[src/rtl/eacs_213.sv]
`default_nettype none
// ============================================================================
// Module   : eacs_213
// Purpose  : Add-compare-select unit for a (2,1,3) backward-label Viterbi
//            decoder. Eight saturating path metrics with MSB renormalisation,
//            per-step survivor decisions, best state/metric and a step count.
// Revision : 1.0  initial release
// ============================================================================
module eacs_213 #(
  parameter int PM_W    = 6,
  parameter int PM_INIT = 16
) (
  input  logic            clock,
  input  logic            reset,
  input  logic            start,
  input  logic            bm_valid,
  input  logic [1:0]      HD1,
  input  logic [1:0]      HD2,
  input  logic [1:0]      HD3,
  input  logic [1:0]      HD4,
  input  logic [1:0]      HD5,
  input  logic [1:0]      HD6,
  input  logic [1:0]      HD7,
  input  logic [1:0]      HD8,
  input  logic [1:0]      HD9,
  input  logic [1:0]      HD10,
  input  logic [1:0]      HD11,
  input  logic [1:0]      HD12,
  input  logic [1:0]      HD13,
  input  logic [1:0]      HD14,
  input  logic [1:0]      HD15,
  input  logic [1:0]      HD16,
  output logic [7:0]      dec,
  output logic            dec_valid,
  output logic [2:0]      best_state,
  output logic [PM_W-1:0] best_metric,
  output logic [7:0]      step,
  output logic            busy
);

  typedef enum logic [0:0] {
    IDLE = 1'b0,
    RUN  = 1'b1
  } state_t;

  state_t          state;
  logic [PM_W-1:0] pm     [8];
  logic [PM_W-1:0] pm_adj [8];
  logic [PM_W-1:0] pm_new [8];
  logic [1:0]      bm     [16];
  logic [7:0]      msb;
  logic            renorm;
  logic [7:0]      dec_new;
  logic [2:0]      best_idx;
  logic [PM_W-1:0] best_val;
  logic [7:0]      step_cnt;

  // Add a 2-bit branch metric in PM_W+1 bits and clamp at the all-ones value
  function automatic logic [PM_W-1:0] sat_add(input logic [PM_W-1:0] a,
                                              input logic [1:0]      b);
    logic [PM_W:0] s;
    s = {1'b0, a} + {{(PM_W-1){1'b0}}, b};
    return s[PM_W] ? {PM_W{1'b1}} : s[PM_W-1:0];
  endfunction

  // Branch b (= 2*predecessor + input bit) uses HD(b+1)
  assign bm[0]  = HD1;
  assign bm[1]  = HD2;
  assign bm[2]  = HD3;
  assign bm[3]  = HD4;
  assign bm[4]  = HD5;
  assign bm[5]  = HD6;
  assign bm[6]  = HD7;
  assign bm[7]  = HD8;
  assign bm[8]  = HD9;
  assign bm[9]  = HD10;
  assign bm[10] = HD11;
  assign bm[11] = HD12;
  assign bm[12] = HD13;
  assign bm[13] = HD14;
  assign bm[14] = HD15;
  assign bm[15] = HD16;

  // When every metric has its MSB set, clearing the MSB shifts all of them
  // down by the same amount, so relative metrics are unchanged.
  genvar g;
  for (g = 0; g < 8; g++) begin : g_renorm
    assign msb[g]    = pm[g][PM_W-1];
    assign pm_adj[g] = renorm ? {1'b0, pm[g][PM_W-2:0]} : pm[g];
  end
  assign renorm = &msb;

  // New state s' = {s[1:0], u}; predecessors are {0, s'[2:1]} and {1, s'[2:1]}
  for (g = 0; g < 8; g++) begin : g_acs
    localparam int PLO = g / 2;
    localparam int PHI = g / 2 + 4;
    localparam int U   = g % 2;
    logic [PM_W-1:0] c_lo;
    logic [PM_W-1:0] c_hi;
    assign c_lo       = sat_add(pm_adj[PLO], bm[2*PLO+U]);
    assign c_hi       = sat_add(pm_adj[PHI], bm[2*PHI+U]);
    // Ties keep the low predecessor
    assign dec_new[g] = (c_hi < c_lo);
    assign pm_new[g]  = dec_new[g] ? c_hi : c_lo;
  end

  // Minimum of the updated metrics, lowest index wins ties
  always_comb begin
    best_idx = 3'd0;
    best_val = pm_new[0];
    for (int i = 1; i < 8; i++) begin
      if (pm_new[i] < best_val) begin
        best_val = pm_new[i];
        best_idx = 3'(i);
      end
    end
  end

  // Control FSM, metric registers and registered outputs
  always_ff @(posedge clock or negedge reset) begin
    if (!reset) begin
      state       <= IDLE;
      for (int i = 0; i < 8; i++) pm[i] <= '0;
      dec         <= '0;
      dec_valid   <= 1'b0;
      best_state  <= '0;
      best_metric <= '0;
      step        <= '0;
      step_cnt    <= '0;
      busy        <= 1'b0;
    end else begin
      dec_valid <= 1'b0;
      if (start) begin
        pm[0] <= '0;
        for (int i = 1; i < 8; i++) pm[i] <= PM_W'(PM_INIT);
        step_cnt <= '0;
        state    <= RUN;
        busy     <= 1'b1;
      end else begin
        case (state)
          RUN: begin
            if (bm_valid) begin
              for (int i = 0; i < 8; i++) pm[i] <= pm_new[i];
              dec         <= dec_new;
              best_state  <= best_idx;
              best_metric <= best_val;
              step        <= step_cnt;
              step_cnt    <= step_cnt + 8'd1;
              dec_valid   <= 1'b1;
            end
          end
          default: begin
            state <= IDLE;
          end
        endcase
      end
    end
  end

endmodule
`default_nettype wire

[config.mk]
export PLATFORM = sky130hd
export DESIGN_NAME = eacs_213
export DESIGN_NICKNAME = d
export VERILOG_FILES = /design/src/rtl/eacs_213.sv
export SDC_FILE = /design/constraint.sdc
export NUM_CORES = 1
export LEC_CHECK = 0
export ABC_AREA = 1
export BUFFER_PORTS_ARGS = -buffer_cell sky130_fd_sc_hd__buf_2
export CORE_AREA = 2 2 146 148
export DETAILED_ROUTE_END_ITERATION = 8
export DIE_AREA = 0 0 148 150
export GPL_ROUTABILITY_DRIVEN = 0
export SETUP_SLACK_MARGIN = 0.2
export SYNTH_ARGS = -nofsm -noshare
export SYNTH_HDL_FRONTEND = slang
export SYNTH_SLANG_ARGS = --single-unit
[constraint.sdc]
create_clock -name clock -period 25.3 [get_ports clock]
set_clock_uncertainty 0.2 [all_clocks]
set_input_delay 3.795 -clock clock [delete_from_list [all_inputs] [get_ports clock]]
set_output_delay 3.795 -clock clock [all_outputs]
set_load 0.03 [all_outputs]
==> flow_summary.json <==
{
  "crit_path_start": "HD10[0]",
  "netlist_area_mm2": 0.00910,
  "finalCritPeriodShare_pct": 61.2,
  "worstReg2RegEnd": "best_metric[2]",
  "start_util_pct": 44.0,
  "yosys.area_share.xor_xnor_pct": 4.23,
  "ant_nets": 0,
  "yosysUniqueCellTypes": 42,
  "maxCapViolCount": 0,
  "n_antenna_cell": 0,
  "final_area_mm2": 0.00992,
  "route.met2.wl_um": 10400,
  "grt_overflow": 0,
  "cts-root-buf": "clkbuf_16",
  "tightest_slew_ns": 1.04,
  "crit_fanout": 13,
  "critPathKind": "in -> reg",
  "critical_path_arrival_ns": 15.58,
  "drt_wl_total_um": 24400,
  "dp.final_hpwl_um": 19100,
  "synth_top_family_by_area": "simple AND/OR/NAND/NOR gates",
  "first_pass_iters": 5,
  "ios": 63,
  "synth_edf_count": 0,
  "drive_gt1_share_pct": 11.6,
  "crit_end": "best_metric[2]",
  "remaining_drc_errors": 0,
  "synth_cells": 1336,
  "ctsResizeCount": 0,
  "clk_path_buf_depth": 2,
  "yosys_warnings": 0,
  "die_area_mm2": 0.0222,
  "cp_data_required_time_ns": 25.39,
  "grt_first_pass_wirelength_um": 40500,
  "synth_compound_area_share_pct": 14.5,
  "cts_setup_buffers": 0,
  "finalNetCount": 1529,
  "utilization_pct": 47.9,
  "status": "complete, no violations",
  "wirelength_met1_um": 12200,
  "num_vias": 8500,
  "report.final.hold_viol_count": 0,
  "synth-simple-area-share_pct": 29.6,
  "syn_area_per_cell_um2": 6.81,
  "htree_levels": 3,
  "worstSetupStartpointType": "input port",
  "cts.sinks": 84,
  "clock_latency_ns": 0.36,
  "cts_hold_buffers": 0,
  "fp-row-count": 53,
  "wl_met3_um": 1080,
  "rsz0062_at_grt": "no",
  "cp_slowest_cell": "a211oi_1",
  "die_h_um": 150,
  "synthArstFlopShare_pct": 100,
  "grt_pass1_vias": 8099,
  "slew_violations": 0,
  "grt_max_degree": 76,
  "fin_crit_ns": 15.48,
  "worstRegToRegCells": 61,
  "tns_ns": 0,
  "via_per_inst": 5.11,
  "r2r_start": "pm[18]",
  "io_buffers": 62,
  "cts_buffers": 9,
  "die_x_um": 148,
  "slowest_delay_ns": 0.75,
  "slew_headroom_pct": 30.7,
  "r2r_setup_slack_ns": 12.88,
  "synth_mux_area_share_pct": 0,
  "holdCritPathClass": "reg -> reg",
  "synth_adder_area_share_pct": 16.4,
  "synth_seq_cells": 84,
  "grt_antenna_before_repair": 0,
  "final-setup-viol-count": 0,
  "syn-num-nets": 1482,
  "drt-initial-drc-count": 481,
  "ys_seq_area_share_pct": 23.1,
  "wl_per_cell_um": 14.6,
  "core_area_mm2": 0.0207,
  "synthFlopType": "dfrtp_1",
  "cts_tree": "built",
  "area_growth_pct": 8.95,
  "fmax_mhz": 64.6,
  "placed_area_mm2": 0.00962,
  "cts.clk_slew.worst_paths_ns": 0.07,
  "track_usage_pct": 22.7,
  "topRoutingLayerUsed": "met4",
  "critPathMostFrequentCell": "nand2_1",
  "critPathCaptureType": "register"
}
-- how the worst min path moves through the flow --
stage | from | end | slack [ns] | cells after the start
floorplan | state | state | 0.24 | 1
global placement | busy | busy | 0.25 | 1
detailed placement | busy | busy | 0.25 | 1
CTS | state | state | 0.27 | 1
global route | busy | busy | 0.28 | 1
finish | state | state | 0.27 | 1
-- flip-flops by register name, summed over array words and instances, names as in the netlist --
name,flops
step_cnt,8
step,8
dec,8
dec_valid,1
state,1
best_metric,6
busy,1
pm,40
best_state,3
msb,8
-- stage by stage --
step                instances  setup slack (ns)  hold slack [ns]
global placement         1647             10.05            0.249
detailed placement       1647              9.71            0.249
global route             1663              8.67            0.279
finish                   1663              9.82            0.269
CTS                      1663              9.93            0.270
floorplan                1336             11.29            0.237
-- routing by layer --
metal  vias to the layer above  global-route usage, %
met4                         0                   7.38
li1                       4370                      -
met2                       184                   35.3
met5                         -                      0
met1                      3909                   32.8
met3                        37                   2.90
-- kinds of logic after synthesis --
| group | Yosys count |
|---|---|
| simple gates | 593 |
| buf+inv | 278 |
| compound gates | 227 |
| flops | 84 |
| xor+xnor | 44 |
| fa+ha+maj | 110 |
-- cell usage after synthesis (2+ instances only) --
cell type | instances | share of area, %
o221ai_1 | 5 | 0.48
nor3_1 | 10 | 0.55
xor2_1 | 33 | 3.2
nand4_1 | 7 | 0.48
nand2_1 | 313 | 13
a221oi_1 | 2 | 0.19
nand3_4 | 4 | 0.77
inv_2 | 3 | 0.12
buf_2 | 2 | 0.11
nand2_2 | 27 | 1.9
a21oi_1 | 57 | 3.1
o22ai_1 | 26 | 1.8
o21a_1 | 7 | 0.58
nand3_2 | 12 | 1.3
xnor2_1 | 11 | 1.1
a211oi_1 | 4 | 0.33
buf_1 | 2 | 0.082
nor2_4 | 7 | 0.87
nand2_4 | 2 | 0.25
a21oi_2 | 2 | 0.19
ha_1 | 94 | 13
o21ai_1 | 5 | 0.27
o21ai_0 | 94 | 5.2
nand3_1 | 87 | 4.8
nand3b_1 | 5 | 0.41
nor2_1 | 102 | 4.2
or2_2 | 7 | 0.48
clkbuf_1 | 16 | 0.66
o21bai_1 | 5 | 0.41
a21oi_4 | 3 | 0.54
buf_6 | 6 | 0.74
fa_1 | 16 | 3.5
dfrtp_1 | 84 | 23
buf_4 | 4 | 0.33
nor2_2 | 9 | 0.62
inv_1 | 243 | 10
o31ai_1 | 14 | 1.2
clkinv_1 | 2 | 0.082
-- layout make-up --
type	count	area, um^2
multi-input combinational	974	5900
inverter	248	931
fill	2179	10800
clock buffer	9	225
timing repair buffer	66	343
tap	275	344
sequential	84	2100
clock inverter	7	75.1
-- cell usage in the layout (no fill, tap or decap), types with 9 or more instances in the layout --
cell type  count
buf_2         61
nor3_1        10
nand2_1      313
nand3_2       12
nand3_1       87
dfrtp_1       84
xnor2_1       11
a21oi_1       57
o21ai_0       94
clkbuf_16      9
nor2_1       101
nand2_2       27
nor2_2        10
o31ai_1       14
xor2_1        33
inv_1        243
ha_1          94
fa_1          16
o22ai_1       26
-- critical path: cells and delay by family --
family | cells | cell delay [ns]
compound gates | 15 | 4.37
fa+ha+maj | 10 | 2.99
buf+inv | 7 | 0.49
simple gates | 30 | 3.88
Power is left out: the tool's default activity adds up to more than one toggle a clock period on the data nets, which glitch-free logic cannot reach.
